`src/rtl/mask_frame_if.sv`:
```
// mask_frame_if: pixel, config, mask-buffer and frame-handoff signals of mask_frame_ctrl
interface mask_frame_if;
  logic        pixel_valid_in;
  logic [10:0] hcount;
  logic [9:0]  vcount;
  logic        mask_bit_in;
  logic        mask_valid_in;
  logic        cfg_we;
  logic [7:0]  cfg_hue_lo;
  logic [7:0]  cfg_hue_hi;
  logic [7:0]  hue_lo;
  logic [7:0]  hue_hi;
  logic        wr_en;
  logic        wr_bank;
  logic [16:0] wr_addr;
  logic        wr_data;
  logic        frame_ready;
  logic        rd_bank;
  logic        frame_ack;
  logic [16:0] green_count;
  logic [7:0]  frames_dropped;

  modport slave (
    input  pixel_valid_in, hcount, vcount, mask_bit_in, mask_valid_in,
           cfg_we, cfg_hue_lo, cfg_hue_hi, frame_ack,
    output hue_lo, hue_hi, wr_en, wr_bank, wr_addr, wr_data,
           frame_ready, rd_bank, green_count, frames_dropped
  );

  modport master (
    output pixel_valid_in, hcount, vcount, mask_bit_in, mask_valid_in,
           cfg_we, cfg_hue_lo, cfg_hue_hi, frame_ack,
    input  hue_lo, hue_hi, wr_en, wr_bank, wr_addr, wr_data,
           frame_ready, rd_bank, green_count, frames_dropped
  );
endinterface

```
`src/rtl/mask_frame_ctrl.sv`:
```
// mask_frame_ctrl: mask frame sequencer with ping-pong buffers; MASK_STATS_EN enables green/drop statistics
module mask_frame_ctrl #(
  parameter int         PIPE_LAT    = 24,
  parameter logic [7:0] HUE_LO_INIT = 8'd60,
  parameter logic [7:0] HUE_HI_INIT = 8'd180
) (
  input logic       clk,
  input logic       reset,
  mask_frame_if.slave bus
);
  localparam int FW = $clog2(PIPE_LAT + 1);

  typedef enum logic [1:0] {IDLE, ACTIVE, FLUSH, HANDOFF} state_t;

  state_t state, state_nx;
  logic [7:0] sh_lo, sh_hi, hue_lo, hue_hi;
  logic [PIPE_LAT-1:0] dl_v;
  logic [16:0] dl_a [PIPE_LAT];
  logic [FW-1:0] fl_cnt;
  logic wr_en, wr_bank, wr_data, frame_ready;
  logic [16:0] wr_addr, v17, addr;
  logic origin, last, start, push, fl_done, wv, swap;

  always_comb begin
    v17 = 17'(bus.vcount);
    addr = (v17 << 8) + (v17 << 6) + 17'(bus.hcount);
    origin = bus.pixel_valid_in && bus.hcount == 11'd0 && bus.vcount == 10'd0;
    last = bus.pixel_valid_in && bus.hcount == 11'd319 && bus.vcount == 10'd239;
    start = origin && (state == IDLE || state == ACTIVE);
    push = bus.pixel_valid_in && (state == ACTIVE || start) && bus.hcount < 11'd320 && bus.vcount < 10'd240;
    fl_done = fl_cnt == FW'(PIPE_LAT - 1);
    wv = bus.mask_valid_in && dl_v[PIPE_LAT-1];
    swap = state == HANDOFF && (!frame_ready || bus.frame_ack);
    state_nx = state;
    case (state)
      IDLE:    if (start) state_nx = ACTIVE;
      ACTIVE:  if (last) state_nx = FLUSH;
      FLUSH:   if (fl_done) state_nx = HANDOFF;
      default: state_nx = IDLE;
    endcase
  end

  // Delay line shifts every cycle so its output lines up with mask_valid_in.
  always_ff @(posedge clk) begin
    dl_a[0] <= addr;
    for (int i = 1; i < PIPE_LAT; i++) dl_a[i] <= dl_a[i-1];
    if (reset) begin
      state <= IDLE;
      sh_lo <= HUE_LO_INIT;
      sh_hi <= HUE_HI_INIT;
      hue_lo <= HUE_LO_INIT;
      hue_hi <= HUE_HI_INIT;
      dl_v <= '0;
      fl_cnt <= '0;
      wr_en <= 1'b0;
      wr_bank <= 1'b0;
      wr_addr <= '0;
      wr_data <= 1'b0;
      frame_ready <= 1'b0;
    end else begin
      state <= state_nx;
      if (bus.cfg_we) begin
        sh_lo <= bus.cfg_hue_lo;
        sh_hi <= bus.cfg_hue_hi;
      end
      if (start) begin
        hue_lo <= sh_lo;
        hue_hi <= sh_hi;
      end
      dl_v <= PIPE_LAT'({dl_v, push});
      fl_cnt <= state == FLUSH ? fl_cnt + FW'(1) : '0;
      wr_en <= wv;
      if (wv) begin
        wr_addr <= dl_a[PIPE_LAT-1];
        wr_data <= bus.mask_bit_in;
      end
      frame_ready <= swap || (frame_ready && !bus.frame_ack);
      if (swap) wr_bank <= ~wr_bank;
    end
  end

`ifdef MASK_STATS_EN
  logic [16:0] frame_cnt, green_q;
  logic [7:0] drop_q;

  always_ff @(posedge clk) begin
    if (reset) begin
      frame_cnt <= '0;
      green_q <= '0;
      drop_q <= '0;
    end else begin
      frame_cnt <= start ? '0 : frame_cnt + 17'(wv && bus.mask_bit_in);
      if (swap) green_q <= frame_cnt;
      if (state == HANDOFF && !swap && drop_q != 8'hff) drop_q <= drop_q + 8'd1;
    end
  end

  assign bus.green_count = green_q;
  assign bus.frames_dropped = drop_q;
`else
  assign bus.green_count = '0;
  assign bus.frames_dropped = '0;
`endif

  assign bus.hue_lo = hue_lo;
  assign bus.hue_hi = hue_hi;
  assign bus.wr_en = wr_en;
  assign bus.wr_bank = wr_bank;
  assign bus.wr_addr = wr_addr;
  assign bus.wr_data = wr_data;
  assign bus.frame_ready = frame_ready;
  assign bus.rd_bank = ~wr_bank;
endmodule

```
`src/flat_wrapper.sv`:
```
// flat-port wrapper written by rule: the top's interface ports become plain ports
module mask_frame_ctrl_flat 
#(
  parameter int         PIPE_LAT    = 24,
  parameter logic [7:0] HUE_LO_INIT = 8'd60,
  parameter logic [7:0] HUE_HI_INIT = 8'd180
)
  (clk, reset, bus_pixel_valid_in, bus_hcount, bus_vcount, bus_mask_bit_in, bus_mask_valid_in, bus_cfg_we, bus_cfg_hue_lo, bus_cfg_hue_hi, bus_frame_ack, bus_hue_lo, bus_hue_hi, bus_wr_en, bus_wr_bank, bus_wr_addr, bus_wr_data, bus_frame_ready, bus_rd_bank, bus_green_count, bus_frames_dropped);
  mask_frame_if bus_i ();
  input logic clk;
  input logic reset;
  input wire logic [$bits(bus_i.pixel_valid_in)-1:0] bus_pixel_valid_in;
  input wire logic [$bits(bus_i.hcount)-1:0] bus_hcount;
  input wire logic [$bits(bus_i.vcount)-1:0] bus_vcount;
  input wire logic [$bits(bus_i.mask_bit_in)-1:0] bus_mask_bit_in;
  input wire logic [$bits(bus_i.mask_valid_in)-1:0] bus_mask_valid_in;
  input wire logic [$bits(bus_i.cfg_we)-1:0] bus_cfg_we;
  input wire logic [$bits(bus_i.cfg_hue_lo)-1:0] bus_cfg_hue_lo;
  input wire logic [$bits(bus_i.cfg_hue_hi)-1:0] bus_cfg_hue_hi;
  input wire logic [$bits(bus_i.frame_ack)-1:0] bus_frame_ack;
  output wire logic [$bits(bus_i.hue_lo)-1:0] bus_hue_lo;
  output wire logic [$bits(bus_i.hue_hi)-1:0] bus_hue_hi;
  output wire logic [$bits(bus_i.wr_en)-1:0] bus_wr_en;
  output wire logic [$bits(bus_i.wr_bank)-1:0] bus_wr_bank;
  output wire logic [$bits(bus_i.wr_addr)-1:0] bus_wr_addr;
  output wire logic [$bits(bus_i.wr_data)-1:0] bus_wr_data;
  output wire logic [$bits(bus_i.frame_ready)-1:0] bus_frame_ready;
  output wire logic [$bits(bus_i.rd_bank)-1:0] bus_rd_bank;
  output wire logic [$bits(bus_i.green_count)-1:0] bus_green_count;
  output wire logic [$bits(bus_i.frames_dropped)-1:0] bus_frames_dropped;
  assign bus_i.pixel_valid_in = bus_pixel_valid_in;
  assign bus_i.hcount = bus_hcount;
  assign bus_i.vcount = bus_vcount;
  assign bus_i.mask_bit_in = bus_mask_bit_in;
  assign bus_i.mask_valid_in = bus_mask_valid_in;
  assign bus_i.cfg_we = bus_cfg_we;
  assign bus_i.cfg_hue_lo = bus_cfg_hue_lo;
  assign bus_i.cfg_hue_hi = bus_cfg_hue_hi;
  assign bus_i.frame_ack = bus_frame_ack;
  assign bus_hue_lo = bus_i.hue_lo;
  assign bus_hue_hi = bus_i.hue_hi;
  assign bus_wr_en = bus_i.wr_en;
  assign bus_wr_bank = bus_i.wr_bank;
  assign bus_wr_addr = bus_i.wr_addr;
  assign bus_wr_data = bus_i.wr_data;
  assign bus_frame_ready = bus_i.frame_ready;
  assign bus_rd_bank = bus_i.rd_bank;
  assign bus_green_count = bus_i.green_count;
  assign bus_frames_dropped = bus_i.frames_dropped;
  mask_frame_ctrl #(.PIPE_LAT(PIPE_LAT), .HUE_LO_INIT(HUE_LO_INIT), .HUE_HI_INIT(HUE_HI_INIT)) u_core (.clk(clk), .reset(reset), .bus(bus_i));
endmodule
```
`config.mk`:
```
export PLATFORM = sky130hd
export DESIGN_NAME = mask_frame_ctrl_flat
export DESIGN_NICKNAME = d
export VERILOG_FILES = /design/src/rtl/mask_frame_if.sv /design/src/rtl/mask_frame_ctrl.sv /design/src/flat_wrapper.sv
export SDC_FILE = /design/constraint.sdc
export NUM_CORES = 1
export LEC_CHECK = 0
export BUFFER_PORTS_ARGS = -buffer_cell sky130_fd_sc_hd__buf_2
export CAP_MARGIN = 25
export CORE_UTILIZATION = 40
export CTS_BUF_LIST = sky130_fd_sc_hd__clkbuf_16
export CTS_CLUSTER_DIAMETER = 120
export DETAILED_ROUTE_END_ITERATION = 8
export GPL_ROUTABILITY_DRIVEN = 1
export HOLD_SLACK_MARGIN = 0.1
export MAX_ROUTING_LAYER = met4
export SYNTH_ARGS = -nofsm -noshare
export SYNTH_HDL_FRONTEND = slang
export SYNTH_SLANG_ARGS = --single-unit
```
`constraint.sdc`:
```
create_clock -name clk -period 2.2 [get_ports clk]
set_input_delay 0.11 -clock clk [delete_from_list [all_inputs] [get_ports clk]]
set_output_delay 0.11 -clock clk [all_outputs]
set_load 0.005 [all_outputs]
```
==> flow_metrics.tcl, run 1 <==
set metrics [dict create \
    status "finished clean" \
    drt_iter0_drc 209 \
    cts_buffer_depth 3 \
    postSynth.asyncResetShare 0 \
    drc 0 \
    yosysTopAreaCellShare 0.828 \
    die_x_microns 174 \
    postCtsSetupRepairBufs 0 \
    finalSetupViolations 0 \
    rsz0062_at_grt "no" \
    crit_path_frequent_cell "ha_1" \
    die_y_microns 174 \
    relSlewSlack 0.520 \
    max_freq_mhz 512 \
    worstPathMaxFanout 3 \
    finClkSkew_ps 12.4 \
    grt_max_degree 45 \
    place_congestion 0.775 \
    clk_latency_ps 520 \
    synth_area_sq_um 11900 \
    cts_resized 0 \
    ys_top_cells_by_count "dfxtp_1 (492), nand2_1 (42), nor2b_1 (36)" \
    dr.pass1.iters 4 \
    antenna_left 0 \
    wl_per_cell_microns 9.31 \
    post-route-util 0.497 \
    viasPerCell 4.00 \
    ios 107 \
    drt-total-wl_mm 12.7 \
    dp_cells 1258 \
    cpPeakStageDelay_ps 520 \
    min_period_ps 1950 \
    grt.overflow.total 0 \
    yosysTopAreaCell "dfxtp_1" \
    dominantRegCellSynth "dfxtp_1" \
    syn_area_per_cell_sq_um 14.8 \
    grt_pass1_wl_mm 21.9 \
    routed-via-count 5478 \
    fin_nets 1022 \
    yosysSeqAreaShare 0.828 \
    io_buffer_count 81 \
    cts.clk_slew.worst_paths_ps 60 \
    core_area_sq_um 29000 \
    diodes 0 \
    finalMaxSlewViolations 0 \
    yosys_warnings 0 \
    grtUsageTotal 0.0890 \
    grt_pass1_vias 5101 \
    finalHoldViolCount 0 \
    drive_gt1_frac 0.154 \
    holdWs_ps 132 \
    power_density_nw_per_um2 1270 \
    cts_max_level 2 \
    worst_slew_pin_slew_ps 720 \
    path_class "in2reg" \
    synth_cell_types 42 \
    clockRootBuffer "clkbuf_16" \
    cp-end-kind "register" \
    cts_tree "yes" \
    startpoint_type "primary input" \
    crit_arrival_ps 2370 \
    ys_top_cells_by_area "dfxtp_1 (83%), ha_1 (2.2%), nor2b_1 (1.9%)" \
    required_ps 2620 \
    leakagePower_nw 6.10 \
    numCtsBuffers 44 \
    final_cells 1370 \
    start_util 0.410 \
    post-route-period-util 0.889 \
    hold_path_class "in2reg" \
    hpwl_mm 7.25 \
    synth_cells 802 \
    cp_cell_sequence "dlygate4sd3_1, buf_2, ha_1, ha_1, inv_1, fa_1, nor2b_1, o21ai_0, a21oi_1, o22ai_1, xnor2_1" \
    yosysMostFrequentCell "dfxtp_1" \
    die_area_sq_um 30400 \
    cp_slowest_cell "dlygate4sd3_1" \
    antenna_found_initial 0 \
    power_mw 18.4 \
    synthToLayoutAreaGrowth_pct 21.2 \
    cap_violations 0 \
    fp-row-count 62 \
    peakVddDrop_mv 0.698 \
    cts_sinks 492 \
    ys_seq_elements 492 \
    synth-edff-count 0 \
]
## placed cells by master, fill, tap and decap left out, types with 7 or more instances in the layout
| cell | count |
|---|---|
| nor2_1 | 32 |
| clkinv_1 | 12 |
| a21oi_1 | 23 |
| mux2i_1 | 17 |
| dfxtp_1 | 492 |
| nand2_1 | 42 |
| dlygate4sd3_1 | 33 |
| a211o_1 | 16 |
| inv_1 | 21 |
| conb_1 | 25 |
| ha_1 | 21 |
| clkbuf_16 | 46 |
| xnor2_1 | 9 |
| and2b_1 | 7 |
| nor2b_1 | 36 |
| buf_2 | 81 |
## where the power goes
part           switching [mW]  total (mW)  leakage [nW]  internal, mW
logic                   0.195       0.396          1.27         0.201
registers               0.295        10.9          4.12          10.6
clock network            2.98        7.13         0.701          4.15
## cell type report
type	count	area (sq um)
Sequential cell	492	9850
Fill cell	2514	14600
Clock inverter	33	250
Multi-Input combinational cell	278	1810
Clock buffer	46	1150
Tap cell	384	480
Timing Repair Buffer	122	821
Inverter	15	56.3
## stage by stage
step / instance area, sq um / TNS [ps] / setup WS (ps)
2_1_floorplan: 12000 / 0 / 102
3_3_place_gp: 12700 / -93.7 / -93.7
3_5_place_dp: 12700 / -142 / -110
4_1_cts: 14400 / 0 / 298
5_1_grt: 14400 / 0 / 134
6_report: 14400 / 0 / 245
## sequential cells by signal (all words and copies together), names as in the netlist, 2 cells and up
| register | flops |
|---|---|
| u_core.sh_hi | 8 |
| u_core.dl_a | 408 |
| u_core.bus.hue_lo | 8 |
| u_core.bus.hue_hi | 8 |
| u_core.state | 2 |
| u_core.bus.wr_addr | 17 |
| u_core.dl_v | 24 |
| u_core.sh_lo | 8 |
| u_core.fl_cnt | 5 |
## cells by family (layout without fill, tap and decap cells)
kind of cell | count (synthesis) | in the layout | share of synthesized area
muxes | 17 | 17 | 0.0143
and+or+nand+nor | 147 | 147 | 0.0633
other | 1 | 25 | 0.000315
DFF | 492 | 492 | 0.828
AOI/OAI and AO/OA | 52 | 52 | 0.0291
adders and majority gates | 25 | 25 | 0.0288
xor gates and xnor gates | 12 | 12 | 0.00884
buffers and inverters | 56 | 216 | 0.0272
## worst max-delay path: cells and delay by family
kind / cells / cell delay (ps)
AOI/OAI and AO/OA: 3 / 430
xor gates and xnor gates: 1 / 130
adders and majority gates: 3 / 840
buffers and inverters: 3 / 710
and+or+nand+nor: 1 / 150
## path summary, 6_finish.rpt
| path | startpoint | to | slack, ps | cells after the start |
|---|---|---|---|---|
| setup / recovery | bus_hcount[7] | u_core.dl_a[0][15] | 250 | 11 |
| hold / removal | reset | u_core.bus.wr_bank | 130 | 2 |
| setup reg to reg | u_core.state[0] | u_core.bus.hue_lo[3] | 420 | 7 |
| hold reg to reg | u_core.dl_a[7][3] | u_core.dl_a[8][3] | 320 | 0 |
## timing repair
action / in CTS / in global routing
setup endpoints to repair: 0 / 0
hold endpoints to repair: 29 / 0
hold buffers: 33 / 0
## metal layers
metal / share of wire / wire length, microns / vias up / track usage
li1: - / - / 2831 / -
met1: 0.44 / 5640 / 2481 / 0.0937
met2: 0.47 / 5930 / 126 / 0.148
met3: 0.059 / 749 / 40 / 0.0278
met4: 0.034 / 431 / 0 / 0.0493
met5: 0 / 0 / - / -
No activity file was read; power rests on OpenSTA's default activity.
==> run 2, diff against run 1 <==
Settings changed: ABC_AREA set to 1.
==> run 2 against run 1 <==
Worst hold slack got worse by 8.8 ps. Clock skew rose by 1.5 ps. Core utilization fell by 0.22 points.
==> flow_metrics.tcl, run 2 <==
set metrics [dict create \
    die_area_sq_um 30800 \
    peakVddDrop_mv 0.719 \
    cts_max_level 2 \
    fin_area_sq_um 14700 \
    sw_frac_of_total 0.196 \
    dominantRegCellSynth "dfxtp_1" \
    status "finished clean" \
    finalHoldViolCount 0 \
    wl_per_cell_microns 10.5 \
    antenna_left 0 \
    drc 0 \
    drive_gt1_frac 0.151 \
    rr_worst_depth 9 \
    max_freq_mhz 472 \
    finClkSkew_ps 13.8 \
    antenna_found_initial 0 \
    yosysTopAreaCellShare 0.819 \
    routed-via-count 5917 \
    io_buffer_count 81 \
    place_congestion 0.797 \
    yosysTopAreaCell "dfxtp_1" \
    grt.overflow.total 0 \
    die_y_microns 175 \
    cts_tree "yes" \
    cts_sinks 492 \
    min_period_ps 2120 \
    layout_common_cells "dfxtp_1 (492), nor2_1 (100), buf_2 (81), inv_1 (70), dlygate4sd3_1 (54)" \
    startpoint_type "primary input" \
    worstPathMaxFanout 7 \
    worstSetupEndpoint "u_core.bus.hue_hi[7]" \
    clk_latency_ps 530 \
    reg.largest.list "u_core.dl_a: 408 flops, u_core.dl_v: 24 flops, u_core.bus.wr_addr: 17 flops" \
    required_ps 2650 \
    worst_slew_pin_slew_ps 719 \
    diodes 0 \
    path_class "in2reg" \
    postSynth.asyncResetShare 0 \
    drt-total-wl_mm 15.5 \
    grtUsageTotal 0.107 \
    finalSetupViolations 0 \
    p_sw_mw 3.60 \
    regToRegSetupSlack_ps 300 \
    numCtsBuffers 43 \
    layout_commonest_cell "dfxtp_1" \
    yosysSeqAreaShare 0.819 \
    fill_cells 2618 \
    post-route-util 0.495 \
    relSlewSlack 0.520 \
    ys_top_cells_by_area "dfxtp_1 (82%), nor2_1 (3.1%), ha_1 (2.2%)" \
    yosysMostFrequentCell "dfxtp_1" \
    postCtsSetupRepairBufs 0 \
    crit_arrival_ps 2570 \
    synth_cells 890 \
    internal_power_mw 14.8 \
    start_util 0.406 \
    fp-row-count 63 \
    grt_pass1_wl_mm 25.7 \
    grt_max_degree 31 \
    synth_cell_types 32 \
    synthToLayoutAreaGrowth_pct 21.9 \
    r2r_start "u_core.state[0]" \
    drt_iter0_drc 232 \
    cts.clk_slew.worst_paths_ps 60 \
    top_register "u_core.dl_a" \
    dr.pass1.iters 4 \
    ys_top_cells_by_count "dfxtp_1 (492), nor2_1 (100), inv_1 (57)" \
    syn_area_per_cell_sq_um 13.5 \
    viasPerCell 4.00 \
    synth-edff-count 0 \
    clockPowerShare 0.375 \
    post-route-period-util 0.964 \
    largest_register_ffs 408 \
    worstReg2RegEnd "u_core.bus.hue_hi[7]" \
    synth_area_sq_um 12000 \
    cts_buffer_depth 3 \
    dpl-instance-area_sq_um 12800 \
    cp-end-kind "register" \
    core_area_sq_um 29600 \
    cap_violations 0 \
    ys_seq_elements 492 \
    clockRootBuffer "clkbuf_16" \
    seqPwrFrac 0.593 \
    holdWs_ps 123 \
    final_cells 1480 \
    ios 107 \
    crit_start "bus_hcount[10]" \
    dp_cells 1349 \
    hpwl_mm 9.71 \
    yosys_warnings 0 \
    p_comb_frac 0.032 \
    rsz0062_at_grt "yes" \
    grt_pass1_vias 5637 \
    cts_resized 0 \
    die_x_microns 175 \
    finalMaxSlewViolations 0 \
    hold_path_class "in2reg" \
    power_mw 18.4 \
    fin_nets 1127 \
    leakagePower_nw 6.40 \
    power_density_nw_per_um2 1250 \
]
-- run 2: changes by cell type after synthesis, moves of 7 or more --
| cell | change |
|---|---|
| mux2i_1 | -17 |
| nor2b_1 | -36 |
| nand4_1 | +11 |
| inv_1 | +42 |
| a211o_1 | -16 |
| xnor2_1 | -7 |
| and2b_1 | -7 |
| nand3_1 | +17 |
| o21ai_0 | +26 |
| nor2_1 | +68 |
| nand2_1 | +7 |
-- run 2: logic make-up after synthesis --
logic type | synth area share
compound gates | 0.0303
buf+inv | 0.0396
xor+xnor | 0.00655
flops | 0.819
simple gates | 0.0762
other cells | 0.000312
fa+ha+maj | 0.0285
-- run 2: power by group through the flow --
stage	clock [mW]	combinational, mW	sequential, mW
floorplan	0	0.388	11.0
global placement	0	0.508	11.1
detailed placement	0	0.513	11.1
CTS	7.13	0.597	10.9
global route	7.53	0.672	11.1
finish	6.89	0.588	10.9
-- run 2: routing by layer --
metal / vias up / track usage / routed length, microns
met3: 39 / 0.0314 / 1060
met4: 0 / 0.0442 / 388
met1: 2651 / 0.128 / 7180
met5: - / - / 0
met2: 150 / 0.170 / 6860
li1: 3077 / - / -
-- run 2: area by class of cell --
type                       count  area [sq um]  share of cell area
sequential                   492          9850               0.672
multi-input combinational    323          1800               0.123
clock buffer                  45          1130              0.0768
timing repair buffer         139           976              0.0665
tap                          390           488              0.0333
inverter                      59           221              0.0151
clock inverter                32           209              0.0142
-- run 2: worst max-delay path, cell delays in order --
cell           delay (ps)
dlygate4sd3_1         530
buf_2                 140
nor2_2                150
dlygate4sd3_1         610
nand2_2               100
nor2_8                140
dlygate4sd3_1         630
nand4_1                90
nand3_1                80
-- run 2: timing repair --
action,CTS,global route
endpoints found under the hold margin,56,0
setup endpoints to repair,0,2
hold buffers,54,0
-- run 2: per-stage QoR --
step	TNS, ps	setup WS, ps
finish	0	79.4
global route	-24.8	-21.6
CTS	0	73.0
detailed placement	0	70.1
global placement	0	115
floorplan	0	421
-- run 2: worst min-delay path by stage --
stage | from | to | slack (ps) | cells past startpoint
after global routing | bus_vcount[9] | u_core.dl_a[0][15] | 140 | 4
after floorplan | bus_hcount[0] | u_core.dl_a[0][0] | 140 | 0
final | bus_vcount[9] | u_core.bus.hue_hi[4] | 120 | 6
after CTS | bus_vcount[9] | u_core.bus.hue_hi[7] | 110 | 6
after global placement | bus_hcount[2] | u_core.dl_a[0][2] | 240 | 1
after detailed placement | bus_hcount[2] | u_core.dl_a[0][2] | 250 | 1
==> run 3, diff against run 2 <==
Settings changed: PLACE_DENSITY set to 0.63.
==> run 3 against run 2 <==
Die area unchanged. Global-route usage shrank 0.35 points. Clock skew rose by 5.8 ps. Register-to-register slack about the same. Non-clock buffer count fell by 3. Sequential share of layout area increased by 0.14 points. Maximum frequency grew 5.3%. Combinational power fell by 1%. Core utilization fell by 0.11 points. Setup slack improved by 110 ps. Critical path depth grew 1. Largest power group unchanged.
==> flow_metrics.tcl, run 3 (synthesis results as in run 2) <==
set metrics [dict create \
    antenna_found_initial 0 \
    fp-row-count 63 \
    clockRootBuffer "clkbuf_16" \
    top_register "u_core.dl_a" \
    path_class "in2reg" \
    cp-end-kind "register" \
    numCtsBuffers 44 \
    crit_start "bus_hcount[7]" \
    fill_cells 2609 \
    setup_tns_ps 0 \
    drt-total-wl_mm 15.4 \
    min_period_ps 2010 \
    die_area_sq_um 30800 \
    drc 0 \
    grt_pass1_vias 5652 \
    routed-via-count 5924 \
    grt_pass1_wl_mm 25.1 \
    min_to "u_core.bus.hue_lo[3]" \
    r2r_start "u_core.state[0]" \
    cts_buffer_depth 3 \
    finalHoldViolCount 0 \
    worst_slew_pin_slew_ps 624 \
    cts_max_level 2 \
    hp-start "bus_hcount[10]" \
    peakVddDrop_mv 0.822 \
    viasPerCell 4.01 \
    largest_register_ffs 408 \
    startpoint_type "primary input" \
    dr.pass1.iters 5 \
    grt_max_degree 31 \
    required_ps 2640 \
    rsz0062_at_grt "no" \
    hpwl_mm 9.74 \
    leakagePower_nw 6.37 \
    rr_worst_depth 12 \
    drt_iter0_drc 219 \
    core_area_sq_um 29600 \
    power_mw 18.3 \
    grtUsageTotal 0.104 \
    cts.clk_slew.worst_paths_ps 60 \
    grt.overflow.total 0 \
    clk_latency_ps 530 \
    crit_arrival_ps 2450 \
    post-route-util 0.494 \
    postCtsSetupRepairBufs 0 \
    synthToLayoutAreaGrowth_pct 21.6 \
    post-route-period-util 0.916 \
    fin_area_sq_um 14600 \
    antenna_left 0 \
    hold_path_class "in2reg" \
    ios 107 \
    die_y_microns 175 \
    finalSetupViolations 0 \
    dpl-instance-area_sq_um 12800 \
    relSlewSlack 0.583 \
    cts_sinks 492 \
    layout_commonest_cell "dfxtp_1" \
    io_buffer_count 81 \
    cpPeakStageDelay_ps 530 \
    finClkSkew_ps 19.6 \
    cp_cell_sequence "dlygate4sd3_1, buf_2, ha_1, ha_1, inv_1, fa_1, o21ai_1, a21oi_1, o21ai_1, xor2_1" \
    wl_per_cell_microns 10.4 \
    worstPathMaxFanout 3 \
    regToRegSetupSlack_ps 290 \
    cap_violations 0 \
    reg.largest.list "u_core.dl_a: 408 flops, u_core.dl_v: 24 flops, u_core.bus.wr_addr: 17 flops" \
    fin_nets 1125 \
    cts_tree "yes" \
    hold_depth 6 \
    drive_gt1_frac 0.155 \
    status "finished clean" \
    diodes 0 \
    die_x_microns 175 \
    worstReg2RegEnd "u_core.state[1]" \
    layout_common_cells "dfxtp_1 (492), nor2_1 (100), buf_2 (81), inv_1 (66), dlygate4sd3_1 (50)" \
    start_util 0.406 \
    power_density_nw_per_um2 1250 \
    max_freq_mhz 496 \
    place_congestion 0.834 \
    cp_slowest_cell "dlygate4sd3_1" \
    finalMaxSlewViolations 0 \
]
==> run 3: cell count changes in the layout (fill, tap and decap cells not counted), moves of 2 or more <==
cell           before  now
dlygate4sd3_1      54   50
inv_1              70   66
clkinv_1            7   10
clkinv_2            6    8
clkinvlp_4          2    4
==> run 3: per-layer routing <==
| metal | up-vias | wire [microns] | GRT usage |
|---|---|---|---|
| li1 | 3078 | - | - |
| met1 | 2647 | 7000 | 0.119 |
| met2 | 157 | 7010 | 0.173 |
| met3 | 42 | 935 | 0.0279 |
| met4 | 0 | 425 | 0.0391 |
| met5 | - | 0 | - |
==> run 3: area by class of cell <==
| cell class | count | area [sq um] | area share |
|---|---|---|---|
| flip-flops and latches | 492 | 9850 | 0.673 |
| multi-input cells | 323 | 1800 | 0.123 |
| clock buffers | 45 | 1130 | 0.0769 |
| repair buffers | 136 | 943 | 0.0645 |
| well taps | 390 | 488 | 0.0333 |
| inverters | 59 | 221 | 0.0151 |
| clock inverters | 34 | 210 | 0.0144 |
==> run 3: worst max-delay path: cells and delay by family <==
family                   cells  cell delay [ps]
adder cells (fa/ha/maj)      3              870
buffers and inverters        3              750
AO/OA/AOI/OAI                3              580
XOR/XNOR                     1              140
==> run 3: power breakdown <==
group | internal [mW] | leakage [nW] | switching (mW)
Clock | 3.84 | 0.680 | 3.00
Sequential | 10.6 | 4.12 | 0.323
Combinational | 0.256 | 1.56 | 0.326
Total | 14.7 | 6.37 | 3.65
==> run 3: how the worst max path moves through the flow <==
stage               depth (start not counted)  slack [ps]                 end
finish                                     10         190  u_core.dl_a[0][13]
global route                               10          60  u_core.dl_a[0][13]
CTS                                        10         210  u_core.dl_a[0][13]
detailed placement                          8         110  u_core.dl_a[0][13]
global placement                            8         130  u_core.dl_a[0][13]
floorplan                                   7         420  u_core.dl_a[0][13]
==> run 3: through the flow <==
| step | cells | hold WS (ps) | setup WS [ps] |
|---|---|---|---|
| floorplan | 914 | 138 | 421 |
| global placement | 1350 | 244 | 130 |
| detailed placement | 1350 | 246 | 110 |
| CTS | 1479 | 104 | 211 |
| global route | 1479 | 126 | 61.3 |
| finish | 1479 | 120 | 186 |
==> run 3: repair_timing <==
item                      in CTS  in global routing
hold endpoints to repair      51                  0
resized for setup              0                  0
hold buffers                  50                  0
